File: src/rtl/token_ring_arbiter.sv
// Token-ring arbiter: grants one of N 4-phase requesters, searching from the
// token; a grant is revoked after MAX_HOLD cycles and the owner must drain.
// Ports: clk, reset (async, high), req[N], ack[N] one-hot grant, token[3]
// search start, busy (not idle), timeout pulse, grant_cnt[8] grants mod 256.
module token_ring_arbiter #(
  parameter int N        = 4,
  parameter int MAX_HOLD = 16
) (
  input  logic         clk,
  input  logic         reset,
  input  logic [N-1:0] req,
  output logic [N-1:0] ack,
  output logic [2:0]   token,
  output logic         busy,
  output logic         timeout,
  output logic [7:0]   grant_cnt
);

  typedef enum logic [1:0] {
    IDLE,
    GRANT,
    DRAIN
  } state_t;

  state_t     state;
  logic [2:0] owner;
  logic [7:0] hold;

  // Widen req so a 3-bit ring index is always a legal select.
  logic [7:0] req8;
  logic       own_req;
  logic [2:0] nxt_tok;

  assign req8    = 8'(req);
  assign own_req = req8[owner];
  assign nxt_tok = (owner == 3'(N - 1)) ? 3'd0 : owner + 3'd1;

  // Ring search: walk offsets from the far end down so the
  // entry closest to the token overrides later candidates.
  logic       found;
  logic [2:0] pick;
  logic [3:0] idx;
  logic [7:0] pick_oh;

  always_comb begin
    found = 1'b0;
    pick  = 3'd0;
    idx   = 4'd0;
    for (int j = N - 1; j >= 0; j--) begin
      idx = {1'b0, token} + 4'(j);
      if (idx >= 4'(N)) idx = idx - 4'(N);
      if (req8[idx[2:0]]) begin
        found = 1'b1;
        pick  = idx[2:0];
      end
    end
  end

  assign pick_oh = 8'd1 << pick;

  always_ff @(posedge clk or posedge reset) begin
    if (reset) begin
      state     <= IDLE;
      ack       <= '0;
      token     <= 3'd0;
      owner     <= 3'd0;
      hold      <= 8'd0;
      timeout   <= 1'b0;
      grant_cnt <= 8'd0;
      busy      <= 1'b0;
    end else begin
      timeout <= 1'b0;
      unique case (state)
        IDLE: begin
          if (found) begin
            ack       <= pick_oh[N-1:0];
            owner     <= pick;
            hold      <= 8'd0;
            grant_cnt <= grant_cnt + 8'd1;
            state     <= GRANT;
            busy      <= 1'b1;
          end else begin
            ack  <= '0;
            busy <= 1'b0;
          end
        end
        GRANT: begin
          // Release wins over a coincident timeout.
          if (!own_req) begin
            ack   <= '0;
            token <= nxt_tok;
            state <= IDLE;
            busy  <= 1'b0;
          end else if (hold == 8'(MAX_HOLD - 1)) begin
            ack     <= '0;
            timeout <= 1'b1;
            state   <= DRAIN;
          end else if (hold != 8'(MAX_HOLD)) begin
            hold <= hold + 8'd1;
          end
        end
        DRAIN: begin
          if (!own_req) begin
            token <= nxt_tok;
            state <= IDLE;
            busy  <= 1'b0;
          end
        end
        default: begin
          state <= IDLE;
          ack   <= '0;
          busy  <= 1'b0;
        end
      endcase
    end
  end

endmodule
File: config.mk
export PLATFORM = sky130hd
export DESIGN_NAME = token_ring_arbiter
export DESIGN_NICKNAME = d
export VERILOG_FILES = /design/src/rtl/token_ring_arbiter.sv
export SDC_FILE = /design/constraint.sdc
export NUM_CORES = 1
export LEC_CHECK = 0
export BUFFER_PORTS_ARGS = -buffer_cell sky130_fd_sc_hd__buf_2
export CORE_MARGIN = 4
export CORE_UTILIZATION = 55
export DETAILED_ROUTE_END_ITERATION = 12
export PLACE_DENSITY = 0.86
export SYNTH_ARGS = -nofsm -noshare
export SYNTH_HDL_FRONTEND = slang
export SYNTH_SLANG_ARGS = --single-unit
File: constraint.sdc
create_clock -name clk -period 3.34 [get_ports clk]
set_input_delay 0.668 -clock clk [delete_from_list [all_inputs] [get_ports clk]]
set_output_delay 0.668 -clock clk [all_outputs]
set_load 0.03 [all_outputs]
==> Word level (Yosys, flattened, before mapping) <==
Cells that the tools add are included.
{ "word_totals": {"register_bits": 30, "input_bits": 6, "out_inout_bits": 17, "word_cells": 93} }
{ "op_classes": {"addsub": 10, "order_cmp": 9, "n_eq_ne": 12, "n_shift": 1, "n_mux": 43, "bitwise": 2, "n_reduce_logical": 8} }
{ "ops": {"columns": ["op", "n"], "rows": [
  ["8-bit 2-to-1 mux", 4],
  ["3-bit 2-to-1 mux", 9],
  ["3-bit by 4-bit < comparator with 1-bit output, second input constant", 5],
  ["8-bit by 1-bit adder with 8-bit output, second input constant", 2],
  ["8-bit one-hot mux with 2 select lines", 1],
  ["1-bit binary-select mux with 3-bit select", 5],
  ["1-bit 2-to-1 mux", 14],
  ["4-bit by 3-bit greater-or-equal comparator with 1-bit output, second input constant", 3],
  ["4-bit 2-to-1 mux", 3],
  ["2-bit inequality test, second input constant", 6],
  ["4-bit one-hot mux with 3 select lines", 1],
  ["3-bit subtractor, second input constant", 4],
  ["3-bit by 2-bit adder with 4-bit output, second input constant", 2],
  ["8-bit by 4-bit == test with 1-bit output, second input constant", 1],
  ["2-bit 2-to-1 mux", 4],
  ["8-bit by 5-bit inequality test with 1-bit output, second input constant", 1],
  ["2-bit one-hot mux with 3 select lines", 1],
  ["2-bit AND reduction", 3],
  ["5-bit AND reduction", 1],
  ["3-bit by 1-bit adder with 4-bit output, second input constant", 1],
  ["1-bit by 3-bit << shifter with 4-bit output, first input constant", 1],
  ["3-bit by 1-bit adder with 3-bit output, second input constant", 1],
  ["3-bit by 2-bit == test with 1-bit output, second input constant", 1],
  ["3-bit greater-or-equal comparator, second input constant", 1],
  ["other kinds (9)", 10]
]} }

==> Depth between registers and ports, before layout <==
Gate-level depths: netlist (run 1).
{ "logic_depth": {"ltp_word": 12, "depth_mapped": 10, "depth_no_buf": 7} }

==> Worst setup path after synthesis (run 1) <==
OpenSTA, ideal clock, no wires.
{ "synth_timing": {"path_kind": "register -> register", "from": "register token[0]", "to": "register ack[0]", "setup_time_ps": 95, "arrival_time_ps": 2738, "required_ps": 3245, "slack_ps": 506, "stages_incl_launch_ff": 11, "path_buffers": 3, "synth_period_minus_slack_ps": 2834, "cell_sequence": "dfrtp_1 buf_6 buf_2 inv_1 ha_1 mux4_2 and2_1 buf_4 o31ai_4 or4_4 o31ai_1"} }
{ "synth_via": {"elab_chain_len": 12, "elab_cells_between_ends": 34, "classes_between": "7 x add/sub; 4 x order compare; 1 x shift; 22 x mux"} }
{ "synth_rtl": {"columns": ["element", "line", "text"], "rows": [
  ["start: declaration", "13", "output logic [2:0] token,"],
  ["start signal: assignment", "91", "token <= nxt_tok;"],
  ["start signal: assignment", "104", "token <= nxt_tok;"],
  ["3-bit by 2-bit adder with 4-bit output", "50", "idx = {1'b0, token} + 4'(j);"],
  ["4-bit by 3-bit greater-or-equal comparator with 1-bit output / 3-bit subtractor (equally long branches)", "51", "if (idx >= 4'(N)) idx = idx - 4'(N);"],
  ["3-bit 2-to-1 mux", "51", null],
  ["1-bit binary-select mux with 3-bit select", "52", "if (req8[idx[2:0]]) begin"],
  ["1-bit 2-to-1 mux (implied by the code)", "52", null],
  ["3-bit 2-to-1 mux (4 in a row)", "52", null],
  ["1-bit by 3-bit << shifter with 4-bit output", "59", "assign pick_oh = 8'd1 << pick;"],
  ["4-bit 2-to-1 mux *", "75", "if (found) begin"],
  ["4-bit one-hot mux with 3 select lines *", "73", "unique case (state)"],
  ["end signal: assignment", "76", "ack <= pick_oh[N-1:0];"],
  ["end: declaration", "12", "output logic [N-1:0] ack,"]
]} }
Mark *: on every way between the ends. The rest lies on a longest branch, timed or not. The select of a mux whose other input is x is not followed.
A chain may end at the register's enable or synchronous reset.

==> Worst setup path after layout (run 1) <==
{ "layout_timing": {"from": "register token[1]", "to": "register ack[1]"} }
Same word-level chain as after synthesis.

==> flow_metrics.tcl, run 1 <==
set metrics [dict create \
    avgSynthCellArea_um2 9.71 \
    core_um2 3360 \
    cts_resized 0 \
    layout_common_cells "30 x dfrtp_1, 25 x nand2_1, 22 x buf_2" \
    tns_ps 0 \
    ir_drop_uv 502 \
    grt_pass1_wl_mm 6.67 \
    final_common_cell "dfrtp_1" \
    hp-class "in -> async" \
    io_pins 23 \
    cp-start-kind "flop" \
    endpoint_kind "flop" \
    status "finished, final reports clean" \
    cts-htree-levels 2 \
    cp_max_fo 11 \
    fillCellCount 296 \
    hpwl_mm 2.94 \
    ys_seq_area_frac 0.391 \
    grt_overflow_total 0 \
    r2r-start "token[1]" \
    start_util 0.571 \
    synth-edff-count 0 \
    ctsHoldBuffers 0 \
    yosysUniqueCellTypes 50 \
    post_cts_buffers 0 \
    placement.io_buffers 22 \
    slew_headroom 0.616 \
    cts_sinks 30 \
    regArea_um2 751 \
    fin_skew_ps 12.0 \
    rsz0062_at_grt "no" \
    grt_use_total 0.197 \
    leakagePower_nw 0.958 \
    syn_nets 213 \
    finalWeightedCongestion 0.921 \
    clkSlewWorstSetupHoldPaths_ps 100 \
    wl_per_cell_um 14.9 \
    crit_arrival_ps 2930 \
    cp.required_ps 3590 \
    antenna_cells 0 \
    ys.warnings.count 0 \
    crit_type "reg -> reg" \
    multi_input_area_um2 1080 \
    grt_pass1_vias 1436 \
    drc_errors 0 \
    fp-row-count 21 \
    dieHeight_um 67.1 \
    place_inst 258 \
    cts_made_buffers 5 \
    worst_slew_pin_slew_ps 569 \
    synthArstFlopShare 1.00 \
    synthesis.area_um2 1920 \
    vias 1586 \
    root_buffer "clkbuf_4" \
    grt_max_degree 31 \
    viasPerCell 5.96 \
    dp_worst_setup_slack_ps 643 \
    cts_tree "done" \
    fin_crit_sh 0.803 \
    cap_violations 0 \
    synthFlopType "dfrtp_1" \
    final_cells 266 \
    area_delta_synth_final_pct 9.90 \
    netlist_instances 198 \
    power_density_nw_per_um2 934 \
    first_pass_iters 4 \
    drt_iter0_drc 146 \
    cts_buffer_depth 2 \
    die_area_um2 4500 \
    die_w_um 67.1 \
    hold_viol 0 \
    period_minus_slack_ps 2680 \
    finalWorstSetupSlack_ps 658 \
    antenna_found_initial 0 \
    max_freq_mhz 373 \
    post-route-util 0.628 \
    antenna_left 0 \
    startpoint "token[1]" \
    clk_latency_ps 340 \
    routed_wirelength_mm 3.95 \
    nets 234 \
    drv_slew 0 \
    drive_above_1_share 0.195 \
    setup_violations 0 \
    ys_seq_elements 30 \
]
## power breakdown
group	leakage (nW)	switching [W]	internal, W
sequential	0.393	0.000120	0.000468
combinational	0.530	0.000723	0.000427
clock	0.0343	0.000133	0.000101
total	0.958	0.000976	0.000997
## cell families after synthesis
group,after synthesis,share of synthesized area
XOR/XNOR,7,0.0319
adder cells (fa/ha/maj),9,0.0586
AO/OA/AOI/OAI,49,0.204
multiplexers,8,0.0677
AND/OR/NAND/NOR,76,0.201
flip-flops,30,0.391
buffers and inverters,19,0.0469
## critical path, stage by stage, from the launching register on
cell     delay, ps
dfrtp_1        540
inv_1          130
ha_1           420
mux4_2         240
and2_1         270
o31ai_4        160
or4_4          580
o31ai_1        250
## path summary, 6_finish.rpt
path / end / slack (ps) / depth (start not counted)
min in group clk: grant_cnt[7] / 480 / 1
min: state[1] / 380 / 3
max reg2reg: ack[1] / 660 / 7
max: ack[1] / 660 / 7
min reg2reg: grant_cnt[7] / 480 / 1
max in group asynchronous: hold[2] / 2670 / 3
## sequential cells by signal (all words and copies together) (netlist names)
signal     flops
busy           1
timeout        1
owner          3
grant_cnt      8
ack            4
hold           8
token          3
state          2
## final cells by class
type | count | area share
multi-input combinational | 149 | 0.512
sequential | 30 | 0.355
timing repair buffer | 24 | 0.0592
tap | 46 | 0.0273
clock buffer | 6 | 0.0243
inverter | 9 | 0.0160
clock inverter | 2 | 0.00592
## per-layer routing
metal | share of wire | vias to the layer above | global-route usage
li1 | - | 784 | -
met2 | 0.48 | 42 | 0.314
met5 | 0 | - | 0
met3 | 0.056 | 6 | 0.0405
met4 | 0.013 | 0 | 0.0911
met1 | 0.45 | 754 | 0.256
## stage by stage
step / area [um^2] / hold slack [ps] / total power (W)
floorplan: 1920 / 492 / 0.00151
global placement: 2050 / 453 / 0.00171
detailed placement: 2050 / 461 / 0.00175
CTS: 2110 / 393 / 0.00198
global route: 2110 / 422 / 0.00214
finish: 2110 / 381 / 0.00197
## Yosys cell counts (all sizes together) (2+ instances only)
master / count / area share
inv: 9 / 0.018
xnor2: 4 / 0.018
nand4: 7 / 0.023
o31a: 2 / 0.0091
xor2: 3 / 0.014
buf: 8 / 0.025
nor4: 2 / 0.0065
a211oi: 2 / 0.0078
a221oi: 2 / 0.018
ha: 9 / 0.059
o21ai: 10 / 0.026
o31ai: 10 / 0.046
a21oi: 5 / 0.013
nand2: 25 / 0.049
clkbuf: 2 / 0.0039
nand3: 9 / 0.023
nor2b: 2 / 0.0065
mux4: 4 / 0.047
mux2i: 4 / 0.021
a31o: 3 / 0.014
or4: 2 / 0.0098
nand2b: 4 / 0.013
dfrtp: 30 / 0.39
nor2: 10 / 0.020
nor3: 6 / 0.016
and2: 4 / 0.013
o21a: 2 / 0.0078
Power figures use the tool's default switching activity.
==> run 2, diff against run 1 <==
- clock period: 3.34 -> 2.5 ns (I/O delays scaled with it)
==> run 2 against run 1 <==
  * Via count is 2.2% higher
  * Sequential power increased by 35%
  * Critical path type unchanged
  * Critical path depth stayed put
  * Clock skew is 3.8 ps lower
==> flow_metrics.tcl, run 2 (synthesis results as in run 1) <==
set metrics [dict create \
    status "finished, final reports clean" \
    power_density_nw_per_um2 1260 \
    setup_violations 0 \
    viasPerCell 5.96 \
    r2r_setup_slack_ps 110 \
    cp.required_ps 2730 \
    die_area_um2 4500 \
    cts_tree "done" \
    use_met3 0.0691 \
    startpoint "token[0]" \
    grt_overflow_total 0 \
    clk_latency_ps 330 \
    final_common_cell "dfrtp_1" \
    start_util 0.571 \
    grt_pass1_vias 1535 \
    slew_headroom 0.606 \
    final_cells 272 \
    place_inst 264 \
    hold_ws_ps 152 \
    layout_common_cells "28 x dfrtp_1, 25 x nand2_1, 22 x buf_2" \
    clkSlewWorstSetupHoldPaths_ps 100 \
    grt_max_degree 13 \
    ctsHoldBuffers 0 \
    routed_wirelength_mm 4.24 \
    first_pass_iters 4 \
    antenna_left 0 \
    crit_arrival_ps 2620 \
    use_met1 0.267 \
    fin_skew_ps 8.12 \
    nets 240 \
    area_delta_synth_final_pct 13.2 \
    drive_above_1_share 0.235 \
    p_switching_w 0.00134 \
    finalWorstSetupSlack_ps 106 \
    cts_buffer_depth 2 \
    period_minus_slack_ps 2390 \
    wl_per_cell_um 15.6 \
    die_w_um 67.1 \
    grt_use_total 0.212 \
    root_buffer "clkbuf_4" \
    met2_usage 0.350 \
    cp_max_fo 7 \
    hp-class "in -> async" \
    endpoint_kind "flop" \
    dieHeight_um 67.1 \
    cp-start-kind "flop" \
    cts_sinks 30 \
    worst_r2r_endpoint "ack[0]" \
    grt-busiest-layer "met2" \
    r2r_cells 7 \
    p_total_w 0.00273 \
    drt_iter0_drc 99 \
    post-route-util 0.647 \
    max_freq_mhz 418 \
    antenna_found_initial 0 \
    p_clk_frac 0.113 \
    grt_pass1_wl_mm 7.09 \
    p_int_w 0.00139 \
    comb_power_share 0.596 \
    drc_errors 0 \
    finalWeightedCongestion 0.878 \
    vias 1621 \
    placement.io_buffers 22 \
    cap_violations 0 \
    cts_resized 0 \
    fin_crit_sh 0.957 \
    antenna_cells 0 \
    power_frac_seq 0.291 \
    io_pins 23 \
    leakagePower_nw 0.985 \
    cts_made_buffers 5 \
    r2r-start "token[0]" \
    cts-htree-levels 2 \
    drv_slew 0 \
    hold_viol 0 \
    crit_type "reg -> reg" \
    core_um2 3360 \
    hpwl_mm 3.21 \
    fp-row-count 21 \
    post_cts_buffers 0 \
    worst_slew_pin_slew_ps 583 \
    reg.largest.list "grant_cnt: 8 flops, hold: 8 flops, ack: 4 flops" \
    ir_drop_uv 755 \
    swShare 0.490 \
    dp_worst_setup_slack_ps 166 \
    rsz0062_at_grt "no" \
]
-- run 2: cell types whose count changed in the layout (fill, tap and decap cells not counted), sizes merged --
| cell | delta |
|---|---|
| buf | +6 |
-- run 2: critical path, stage by stage, from the launching register on --
cell	delay, ps
dfrtp_2	490
inv_4	100
ha_4	230
mux4_2	230
and2_1	300
o31ai_4	120
or4_4	570
o31ai_1	270
-- run 2: per-stage QoR --
stage	instance area, um^2	setup TNS, ps
after floorplan	1950	-0.794
after global placement	2110	0
after detailed placement	2110	0
after CTS	2170	0
after global routing	2170	0
final	2170	0
-- run 2: per-layer routing --
metal | vias to the layer above | part of all wire | wire, um
met4 | 0 | 0.0080 | 34
met3 | 5 | 0.032 | 136
li1 | 792 | - | -
met1 | 801 | 0.44 | 1870
met5 | - | 0 | 0
met2 | 23 | 0.52 | 2200
-- run 2: worst max-delay path by stage --
stage                  end  slack (ps)  cells after the start
global placement    ack[0]         210                      7
finish              ack[0]         110                      7
detailed placement  ack[1]         170                      7
CTS                 ack[0]         120                      7
global route        ack[0]          10                      7
floorplan           ack[0]        -0.4                     10
-- run 2: final cells by class --
cell class	instances	area, um^2
fill	291	1190
multi-input combinational	149	1090
sequential	30	753
timing repair buffer	30	170
tap	46	57.6
clock buffer	6	51.3
inverter	9	36.3
clock inverter	2	12.5
-- run 2: power groups by stage --
stage / registers (W) / clock network [W] / logic, W
2_1_floorplan: 0.000925 / 0 / 0.00114
3_3_place_gp: 0.000795 / 0 / 0.00157
3_5_place_dp: 0.000802 / 0 / 0.00162
4_1_cts: 0.000792 / 0.000316 / 0.00163
5_1_grt: 0.000813 / 0.000339 / 0.00180
6_report: 0.000793 / 0.000309 / 0.00163
==> run 3, diff against run 2 <==
- ABC_CLOCK_PERIOD_IN_PS: not set -> 2590
- REMOVE_ABC_BUFFERS: not set -> 1
- clock period: 2.5 -> 2.59 ns (I/O delays scaled with it)
==> run 3 against run 2 <==
  * Routed wire length down 4.1%
  * Clock power up 12%
  * Clock skew up 0.55 ps
  * Worst setup slack better by 130 ps
  * Via count up 1.2%
  * Cell count down 0.74%
  * Total power down 3.8%
  * Count of clock-buffer cells in the layout up 2
  * Flip-flop and latch count unchanged
  * Maximum frequency up 1.6%
  * Final area down 0.81%
  * Non-clock buffer count down 2
  * Largest cell class unchanged
  * Highest routed layer unchanged
==> flow_metrics.tcl, run 3 (synthesis results as in run 1) <==
set metrics [dict create \
    core_um2 3360 \
    clkSlewWorstSetupHoldPaths_ps 90 \
    ctsHoldBuffers 0 \
    antenna_cells 0 \
    layout_common_cells "30 x dfrtp_1, 25 x nand2_1, 22 x buf_2" \
    crit_type "reg -> reg" \
    crit_arrival_ps 2590 \
    cpMaxStageDelayCell "or4_4" \
    antenna_found_initial 0 \
    drc_errors 0 \
    leakagePower_nw 0.988 \
    comb_power_share 0.586 \
    ir_drop_uv 783 \
    r2r-start "token[0]" \
    hold_viol 0 \
    grt_max_degree 31 \
    post_cts_buffers 0 \
    cpPeakStageDelay_ps 560 \
    hold_ws_ps 242 \
    grt_use_total 0.206 \
    critical_path.top_delay_family "simple AND/OR/NAND/NOR gates" \
    clk_latency_ps 330 \
    setup_violations 0 \
    cts_made_buffers 5 \
    status "finished, final reports clean" \
    path_buf_inv 1 \
    cp_cell_sequence "inv_1 -> ha_1 -> mux4_2 -> and2_1 -> o31ai_4 -> or4_4 -> o31ai_1" \
    rsz0062_at_grt "no" \
    reg.largest.list "grant_cnt: 8 flops, hold: 8 flops, ack: 4 flops" \
    r2r_cells 7 \
    wl_per_cell_um 15.1 \
    placement.io_buffers 22 \
    cts-htree-levels 2 \
    worst_r2r_endpoint "ack[1]" \
    antenna_left 0 \
    cp-start-kind "flop" \
    swShare 0.480 \
    start_util 0.571 \
    drv_slew 0 \
    io_pins 23 \
    cp_max_fo 7 \
    dieHeight_um 67.1 \
    fin_crit_sh 0.910 \
    root_buffer "clkbuf_4" \
    endpoint_kind "flop" \
    grt_overflow_total 0 \
    tns_ps 0 \
    r2r_setup_slack_ps 230 \
    cp.required_ps 2830 \
    fin_skew_ps 8.67 \
    power_frac_seq 0.282 \
    cts_buffer_depth 2 \
    finalWeightedCongestion 0.867 \
    cts_sinks 30 \
    p_clk_frac 0.132 \
    die_w_um 67.1 \
    nets 238 \
    power_density_nw_per_um2 1220 \
    hp-class "in -> async" \
    worst_slew_pin_slew_ps 516 \
    max_freq_mhz 424 \
    hpwl_mm 2.99 \
    p_int_w 0.00137 \
    period_minus_slack_ps 2360 \
    die_area_um2 4500 \
    p_total_w 0.00263 \
    post-route-util 0.641 \
    final_common_cell "dfrtp_1" \
    routed_wirelength_mm 4.06 \
    p_switching_w 0.00126 \
    slew_headroom 0.652 \
    grt_pass1_vias 1520 \
    drt_iter0_drc 96 \
    fp-row-count 21 \
    viasPerCell 6.08 \
    first_pass_iters 4 \
    cts_resized 0 \
    grt_pass1_wl_mm 7.00 \
    drive_above_1_share 0.210 \
    vias 1641 \
    area_delta_synth_final_pct 12.2 \
    cap_violations 0 \
    cts_tree "done" \
]
-- run 3: cell types whose count changed in the layout (fill, tap and decap cells not counted), moves of 2 or more --
cell,change
dfrtp_2,-2
buf_4,-2
clkbuf_8,+2
dfrtp_1,+2
-- run 3: metal layers --
metal / global-route usage / share of wire / wire length [um]
met1: 0.266 / 0.43 / 1750
met5: 0 / 0 / 0
met2: 0.336 / 0.51 / 2070
met4: 0.0506 / 0.0076 / 31
met3: 0.0624 / 0.052 / 212
-- run 3: final cells by class --
cell class / instances / area [um^2]
fillers: 293 / 1210
multi-input cells: 149 / 1080
repair buffers: 28 / 155
flip-flops and latches: 30 / 751
well taps: 46 / 57.6
inverters: 9 / 33.8
clock buffers: 8 / 78.8
-- run 3: how the worst max path moves through the flow --
| stage | from | endpoint | slack [ps] | cells past startpoint |
|---|---|---|---|---|
| global placement | req[2] | ack[3] | 260 | 6 |
| floorplan | token[0] | ack[0] | -360 | 7 |
| CTS | token[0] | ack[3] | 230 | 7 |
| global route | token[0] | ack[3] | 50 | 7 |
| detailed placement | req[2] | ack[3] | 220 | 6 |
| finish | token[0] | ack[1] | 230 | 7 |
-- run 3: tightest hold or removal path, stage by stage --
cell and delay, ps:
buf_2 90, inv_1 40, buf_4 340
-- run 3: metrics by stage --
step	std cells	setup slack, ps	area (um^2)
floorplan	188	-356	1870
global route	270	51.9	2160
CTS	270	225	2160
global placement	262	265	2080
finish	270	234	2160
detailed placement	262	216	2080
-- run 3: power by group through the flow --
stage	clock network (W)	registers, W	logic (W)
floorplan	0	0.000933	0.000949
global placement	0	0.000746	0.00149
detailed placement	0	0.000751	0.00153
CTS	0.000353	0.000743	0.00154
global route	0.000375	0.000762	0.00172
finish	0.000346	0.000742	0.00154
